[src/rtl/rv_multicycle_ctrl.sv]
`default_nettype none
// ============================================================================
// Module      : rv_multicycle_ctrl
// Description : Multi-cycle control FSM for the RV32I core. Fetches an
//               instruction into the instruction register, classifies the
//               opcode, and sequences FETCH -> DECODE -> EXEC -> MEM -> WB,
//               driving datapath selects and memory / register / PC strobes.
// Revision    : 1.0 - initial release
// ----------------------------------------------------------------------------
// Ports
//   clk          in   1   core clock, rising edge
//   rst          in   1   synchronous active-high reset
//   instr        in  32   instruction memory read data
//   imem_req     out  1   instruction fetch request
//   imem_ack     in   1   fetch complete / instr valid
//   dmem_req     out  1   data memory request
//   dmem_we      out  1   1=store, 0=load
//   dmem_ack     in   1   data access complete
//   branch_taken in   1   branch comparator result
//   ir           out 32   instruction register
//   imm_sel      out  3   0=I 1=S 2=B 3=U 4=J
//   alu_src_a    out  2   0=rs1 1=pc 2=zero
//   alu_src_b    out  1   0=rs2 1=imm
//   wb_sel       out  2   0=ALU 1=load data 2=pc+4
//   reg_we       out  1   register file write strobe
//   pc_we        out  1   PC update strobe
//   pc_src       out  2   0=pc+4 1=pc+imm 2=ALU&~1
//   retired      out  1   instruction retire pulse (equals pc_we)
//   illegal      out  1   high while trapped on an illegal opcode
// ============================================================================
module rv_multicycle_ctrl (
    input  logic        clk,
    input  logic        rst,
    input  logic [31:0] instr,
    output logic        imem_req,
    input  logic        imem_ack,
    output logic        dmem_req,
    output logic        dmem_we,
    input  logic        dmem_ack,
    input  logic        branch_taken,
    output logic [31:0] ir,
    output logic [2:0]  imm_sel,
    output logic [1:0]  alu_src_a,
    output logic        alu_src_b,
    output logic [1:0]  wb_sel,
    output logic        reg_we,
    output logic        pc_we,
    output logic [1:0]  pc_src,
    output logic        retired,
    output logic        illegal
);

    // Opcodes (full 7 bits, so ir[1:0] != 2'b11 never matches)
    localparam logic [6:0] c_OPC_LUI    = 7'b0110111;
    localparam logic [6:0] c_OPC_AUIPC  = 7'b0010111;
    localparam logic [6:0] c_OPC_JAL    = 7'b1101111;
    localparam logic [6:0] c_OPC_JALR   = 7'b1100111;
    localparam logic [6:0] c_OPC_BRANCH = 7'b1100011;
    localparam logic [6:0] c_OPC_LOAD   = 7'b0000011;
    localparam logic [6:0] c_OPC_STORE  = 7'b0100011;
    localparam logic [6:0] c_OPC_OPIMM  = 7'b0010011;
    localparam logic [6:0] c_OPC_OP     = 7'b0110011;

    localparam logic [31:0] c_NOP = 32'h0000_0013;

    localparam logic [2:0] c_ST_FETCH  = 3'd0;
    localparam logic [2:0] c_ST_DECODE = 3'd1;
    localparam logic [2:0] c_ST_EXEC   = 3'd2;
    localparam logic [2:0] c_ST_MEM    = 3'd3;
    localparam logic [2:0] c_ST_WB     = 3'd4;
    localparam logic [2:0] c_ST_TRAP   = 3'd5;

    logic [2:0]  r_state;
    logic [31:0] r_ir;

    logic [6:0] w_opc;
    logic       w_is_lui, w_is_auipc, w_is_jal, w_is_jalr, w_is_branch;
    logic       w_is_load, w_is_store, w_is_opimm, w_is_op;
    logic       w_legal;
    logic       w_rd_nz;

    assign w_opc       = r_ir[6:0];
    assign w_is_lui    = (w_opc == c_OPC_LUI);
    assign w_is_auipc  = (w_opc == c_OPC_AUIPC);
    assign w_is_jal    = (w_opc == c_OPC_JAL);
    assign w_is_jalr   = (w_opc == c_OPC_JALR);
    assign w_is_branch = (w_opc == c_OPC_BRANCH);
    assign w_is_load   = (w_opc == c_OPC_LOAD);
    assign w_is_store  = (w_opc == c_OPC_STORE);
    assign w_is_opimm  = (w_opc == c_OPC_OPIMM);
    assign w_is_op     = (w_opc == c_OPC_OP);
    assign w_legal     = w_is_lui | w_is_auipc | w_is_jal | w_is_jalr | w_is_branch |
                         w_is_load | w_is_store | w_is_opimm | w_is_op;
    assign w_rd_nz     = (r_ir[11:7] != 5'd0);

    // ------------------------------------------------------------------------
    // State and instruction register
    // ------------------------------------------------------------------------
    always_ff @(posedge clk) begin
        if (rst) begin
            r_state <= c_ST_FETCH;
            r_ir    <= c_NOP;
        end else begin
            case (r_state)
                c_ST_FETCH: begin
                    if (imem_ack) begin
                        r_ir    <= instr;
                        r_state <= c_ST_DECODE;
                    end
                end
                c_ST_DECODE: begin
                    r_state <= w_legal ? c_ST_EXEC : c_ST_TRAP;
                end
                c_ST_EXEC: begin
                    if (w_is_branch)
                        r_state <= c_ST_FETCH;
                    else if (w_is_load || w_is_store)
                        r_state <= c_ST_MEM;
                    else
                        r_state <= c_ST_WB;
                end
                c_ST_MEM: begin
                    if (dmem_ack)
                        r_state <= w_is_store ? c_ST_FETCH : c_ST_WB;
                end
                c_ST_WB: begin
                    r_state <= c_ST_FETCH;
                end
                c_ST_TRAP: begin
                    r_state <= c_ST_TRAP;
                end
                default: begin
                    r_state <= c_ST_FETCH;
                end
            endcase
        end
    end

    assign ir = r_ir;

    // ------------------------------------------------------------------------
    // Datapath selects: decoded purely from the instruction register so they
    // stay stable for the whole instruction.
    // ------------------------------------------------------------------------
    always_comb begin
        imm_sel   = 3'd0;
        alu_src_a = 2'd0;
        alu_src_b = 1'b1;
        wb_sel    = 2'd0;
        pc_src    = 2'd0;

        if (w_is_lui || w_is_auipc)
            imm_sel = 3'd3;
        else if (w_is_jal)
            imm_sel = 3'd4;
        else if (w_is_store)
            imm_sel = 3'd1;
        else if (w_is_branch)
            imm_sel = 3'd2;

        if (w_is_lui)
            alu_src_a = 2'd2;
        else if (w_is_auipc)
            alu_src_a = 2'd1;

        if (w_is_op || w_is_branch)
            alu_src_b = 1'b0;

        if (w_is_jal || w_is_jalr)
            wb_sel = 2'd2;
        else if (w_is_load)
            wb_sel = 2'd1;

        // Branch target only when the comparator says taken; store and other
        // non-jump retirements fall through to pc+4.
        if (w_is_branch)
            pc_src = branch_taken ? 2'd1 : 2'd0;
        else if (w_is_jal)
            pc_src = 2'd1;
        else if (w_is_jalr)
            pc_src = 2'd2;
    end

    // ------------------------------------------------------------------------
    // Strobes: Mealy on the ack inputs, all forced low during reset so an
    // aborted instruction performs no writes.
    // ------------------------------------------------------------------------
    always_comb begin
        imem_req = 1'b0;
        dmem_req = 1'b0;
        reg_we   = 1'b0;
        pc_we    = 1'b0;
        illegal  = 1'b0;

        if (!rst) begin
            case (r_state)
                c_ST_FETCH:  imem_req = 1'b1;
                c_ST_EXEC:   pc_we    = w_is_branch;
                c_ST_MEM: begin
                    dmem_req = 1'b1;
                    pc_we    = w_is_store & dmem_ack;
                end
                c_ST_WB: begin
                    reg_we = w_rd_nz;
                    pc_we  = 1'b1;
                end
                c_ST_TRAP:   illegal  = 1'b1;
                default:     ;
            endcase
        end
    end

    // Depends only on ir, so it cannot change during a MEM wait.
    assign dmem_we = w_is_store;
    assign retired = pc_we;

endmodule
`default_nettype wire

[config.mk]
export PLATFORM = sky130hd
export DESIGN_NAME = rv_multicycle_ctrl
export DESIGN_NICKNAME = d
export VERILOG_FILES = /design/src/rtl/rv_multicycle_ctrl.sv
export SDC_FILE = /design/constraint.sdc
export NUM_CORES = 1
export LEC_CHECK = 0
export ABC_CLOCK_PERIOD_IN_PS = 2800
export CAP_MARGIN = 20
export CELL_PAD_IN_SITES_DETAIL_PLACEMENT = 1
export CELL_PAD_IN_SITES_GLOBAL_PLACEMENT = 1
export CORE_UTILIZATION = 29
export CTS_CLUSTER_SIZE = 28
export DETAILED_ROUTE_END_ITERATION = 12
export GPL_TIMING_DRIVEN = 0
export PLACE_DENSITY_LB_ADDON = 0.25
export SYNTH_ARGS = -nofsm -noshare
export SYNTH_HDL_FRONTEND = slang
export SYNTH_SLANG_ARGS = --single-unit
[constraint.sdc]
create_clock -name clk -period 2.8 [get_ports clk]
set_input_delay 0.42 -clock clk [delete_from_list [all_inputs] [get_ports clk]]
set_output_delay 0.42 -clock clk [all_outputs]
set_load 0.02 [all_outputs]
**After elaboration in Yosys (flattened, before gate mapping)**

Cells that the tools add are included.

- Register bits: 35
- Input bits: 37
- Output and inout bits: 49
- Logic and storage cells: 65

- Equal/unequal tests: 16
- Mux-type cells: 30
- Bitwise gates (word level): 9
- Reductions and logical operators: 8

Operators with widths:

| kind | number |
|---|---|
| two-way mux 3 bit | 8 |
| equality test 7 x 6 -> 1 bit, second input constant | 3 |
| equality test 7 bit, second input constant | 3 |
| case mux 3 bit (5 select lines) | 1 |
| equality test 7 x 5 -> 1 bit, second input constant | 2 |
| two-way mux 2 bit | 7 |
| two-way mux 1 bit | 13 |
| bitwise OR 1 bit | 8 |
| equality test 7 x 2 -> 1 bit, second input constant | 1 |
| equality test 3 x 2 -> 1 bit, second input constant | 2 |
| equality test 3 bit, second input constant | 2 |
| nonzero test 5 bit | 1 |
| logical OR 1 bit | 4 |
| inequality test 2 bit, second input constant | 2 |
| AND reduction 2 bit | 2 |
| equality test 3 x 1 -> 1 bit, second input constant | 1 |
| zero test 3 bit | 1 |
| case mux 1 bit (3 select lines) | 1 |
| AND 1 bit | 1 |

**Longest topological paths before layout**

- Depth in word-level cells: 11
- Gate-level depth with buffers: 6
- Gate-level depth less buffers: 4

**Worst setup path before layout**

No wires, ideal clock.

- Path kind: reg-to-output
- Start: register r_ir[3], in the netlist ir[3]
- End: output retired
- Data arrival time: 2.208 ns
- Required time: 2.380 ns
- Path slack: 0.172 ns
- Cell stages (with the launch flop): 7
- Buffers on the path: 2
- Cell sequence: dfxtp_1 -> clkbuf_1 -> nand4bb_4 -> nor4_4 -> nand3_1 -> a221oi_1 -> buf_4

- Cells in the longest elaborated chain, start to end: 4
- Elaborated cells on any way between the ends: 5
- Classes of those cells: eq/ne: 2; mux: 2; bitwise: 1

Ends and longest elaborated chain:

| what | RTL line | source |
|---|---|---|
| from (decl) | 74 | `logic [31:0] r_ir;` |
| from (signal assigned) | 102 | `r_ir <= c_NOP;` |
| from (signal assigned) | 107 | `r_ir <= instr;` |
| equality test 7 x 6 -> 1 bit | 89 | `assign w_is_store = (w_opc == c_OPC_STORE);` |
| net dmem_we | 38 | `output logic dmem_we,` |
| AND 1 bit | 201 | `pc_we = w_is_store & dmem_ack;` |
| case mux 1 bit (3 select lines) | 196 | `case (r_state)` |
| two-way mux 1 bit | 195 | `if (!rst) begin` |
| to (decl) | 49 | `output logic retired,` |

The timed path passes the listed nets, and every way through them passes these cells.

**Worst setup path in the final report**

- Start: register r_ir[2], in the netlist ir[2]
- End: output retired

- Cells in the longest elaborated chain, start to end: 4
- Elaborated cells on any way between the ends: 5
- Classes of those cells: eq/ne: 2; mux: 2; bitwise: 1

Ends and longest elaborated chain:

| what | RTL line |
|---|---|
| equality test 7 x 6 -> 1 bit | 89 |
| AND 1 bit | 201 |
| case mux 1 bit (3 select lines) * | 196 |
| two-way mux 1 bit * | 195 |

Every way passes the cells marked *; elsewhere a longest branch is shown, timed or not.

==> reports/qor.csv <==
metric,value,unit
clk sinks,35,
Worst Path Buf+Inv,3,
# hold bufs at CTS,0,
synth warn,0,
first-pass GRT wire length,8.38,mm
Tmin final,2610,ps
Core ar.,5540,sq um
IO Pins,86,
Worst Path Arrival,2190,ps
post-layout util,48.9,%
Slew Limit Fails,0,
Final GP Congestion,0.733,
Post-Place Cells,373,
P&R area growth vs syn,62.4,%
CP startpoint kind,register,
leakage,1.03,nW
die area,6060,sq um
"slowest stage delay, CP",330,ps
Max Clk Rate,384,MHz
synth top area cells,"dfxtp_1, nand2_1, a21oi_1",
"critical path fanouts, max",10,
"area leader, netlist",dfxtp_1,
"delay-heaviest family, CP",buffers and inverters,
"Hold Vio Cnt, Final",0,
Antenna Cells,0,
Max VDD drop,367,uV
Max Cap Violations,0,
Pre-antenna DRT Iters,4,
initial antenna violation count,0,
Die Span X,77.9,microns
Antenna Nets Post-Route,0,
Worst EP required,2380,ps
RSZ-0062 raised after global routing,no,
"CTS clk-pin slew, worst paths",70,ps
placed wire-length estimate,3.92,mm
number of flops mapped to enable cells by yosys,0,
Hold Slack,454,ps
drt wl/cell,13.6,microns
slew of the pin with the lowest slew margin,475,ps
Hold Path Class,register to register,
Post-Synthesis Net Count,254,
crit path kind,register to output pin,
Final nets,345,
Synth Instances,217,
Final Setup Violations,0,
largest net degree at the start of global routing,12,
crit-path cells,buf_2 -> or2_2 -> nor2_1 -> nand3_1 -> a221oi_2 -> buf_4 -> dlygate4sd2_1,
H-tree Lvls,2,
DR vias,1773,
Post-Route Skew,3.74,ps
number of global-route vias before repair,1734,
total negative slack,0,ps
Syn Area/Cell,7.69,sq um
Root Buffer,clkbuf_8,
total power after layout,2.26,mW
Initial Util,30.1,%
Synth Cell Area,1670,sq um
post-synthesis register bit count,35,
power per cell area,834,nW/um^2
sequential share of the synthesized area,42.0,%
Relative slew margins,68.3,%
Post-synth top flop,dfxtp_1,
final cell count without fillers,380,
grt ovf,0,
Synth top cells by count,"nand2_1, dfxtp_1, a21oi_1",
Worst path slowest cell,dfxtp_1,
CTS tree,done,
fraction of layout cells with a size suffix above 1,9.42,%
Post-route DRC,0,
initial DRC count,52,
Yosys top cell area share,42.0,%
Synth cell types,36,
routed wire length,5.18,mm
clk buf depth,2,
standard-cell rows,27,
cell with the most instances after synthesis,nand2_1,
asr flop ratio synth,0,%
status,"complete, no violations",
CTS buffer count,5,
Port Buffers,84,
Tcrit/Tclk final,93.1,%
Critical Path Sink Type,output pin,
insertion delay to the later sink of the worst-skew pair,280,ps
die height,77.9,microns
global-route usage over all layers,17.8,%
vias per cell,4.67,
==> cell families (layout without fill, tap and decap cells) <==
group	Yosys count	after routing	share of synthesized area, %
compound gates	43	43	14.8
buf+inv	24	115	8.70
fa+ha+maj	1	1	0.600
xor+xnor	1	1	0.525
simple gates	113	113	33.4
flops	35	35	42.0
==> cell type report <==
| cell class | count | area [sq um] |
|---|---|---|
| buffer | 19 | 126 |
| fill | 689 | 2830 |
| sequential | 35 | 701 |
| tap | 72 | 90.1 |
| clock inverter | 1 | 30.0 |
| multi-input combinational | 158 | 830 |
| clock buffer | 6 | 72.6 |
| timing repair buffer | 85 | 846 |
| inverter | 4 | 15.0 |
==> final timing paths <==
check / from / endpoint / slack [ps] / cells after the start
hold / removal: ir[17] / ir[17] / 450 / 2
setup / recovery: ir[2] / retired / 190 / 7
hold reg to reg: ir[17] / ir[17] / 450 / 2
setup reg to reg: r_state[2] / ir[9] / 1260 / 6
==> cell usage in the layout, fill, tap and decap left out, types with 2 or more instances in the layout <==
| master | count |
|---|---|
| and3_1 | 2 |
| nand3b_1 | 2 |
| clkbuf_1 | 5 |
| o22ai_1 | 2 |
| nor2b_1 | 3 |
| inv_1 | 4 |
| buf_4 | 3 |
| clkdlybuf4s50_1 | 82 |
| buf_2 | 8 |
| nor2_1 | 6 |
| dfxtp_1 | 35 |
| a21oi_1 | 32 |
| nor3_1 | 6 |
| nand2b_1 | 4 |
| nand3_1 | 8 |
| clkbuf_8 | 5 |
| nand2_1 | 70 |
| dlygate4sd2_1 | 2 |
| nor4_1 | 3 |
| buf_6 | 5 |
| or3_1 | 2 |
==> sequential cells by signal, indices dropped and copies added (netlist names) <==
signal / cells
ir: 32
r_state: 3
==> metrics by stage <==
step | instance area, sq um | setup WS (ps)
3_5_place_dp | 2600 | 85.5
4_1_cts | 2710 | 190
5_1_grt | 2710 | 92.6
3_3_place_gp | 2600 | 167
2_1_floorplan | 1670 | 172
6_report | 2710 | 193
==> layer usage <==
| metal | vias up | track usage, % | share of wire (%) |
|---|---|---|---|
| li1 | 904 | - | - |
| met1 | 813 | 21.8 | 45 |
| met2 | 54 | 29.6 | 48 |
| met3 | 2 | 6.35 | 7.0 |
| met4 | 0 | 4.53 | 0.44 |
| met5 | - | 0 | 0 |
==> repair_timing <==
item	CTS	global route
endpoints found under the setup margin	2	0
resized for setup	3	0
setup buffers	1	0
==> tightest hold or removal path, stage by stage (launching register included) <==
cell     delay [ps]
dfxtp_1         310
nand2_1          50
a21oi_1          50
==> report_power, final <==
part	internal [mW]	leakage, nW	total (mW)	switching, mW
logic	0.516	0.695	1.13	0.619
registers	0.607	0.287	0.693	0.0857
clock network	0.261	0.0513	0.432	0.172
total	1.38	1.03	2.26	0.876
No activity file was read; power rests on OpenSTA's default activity.
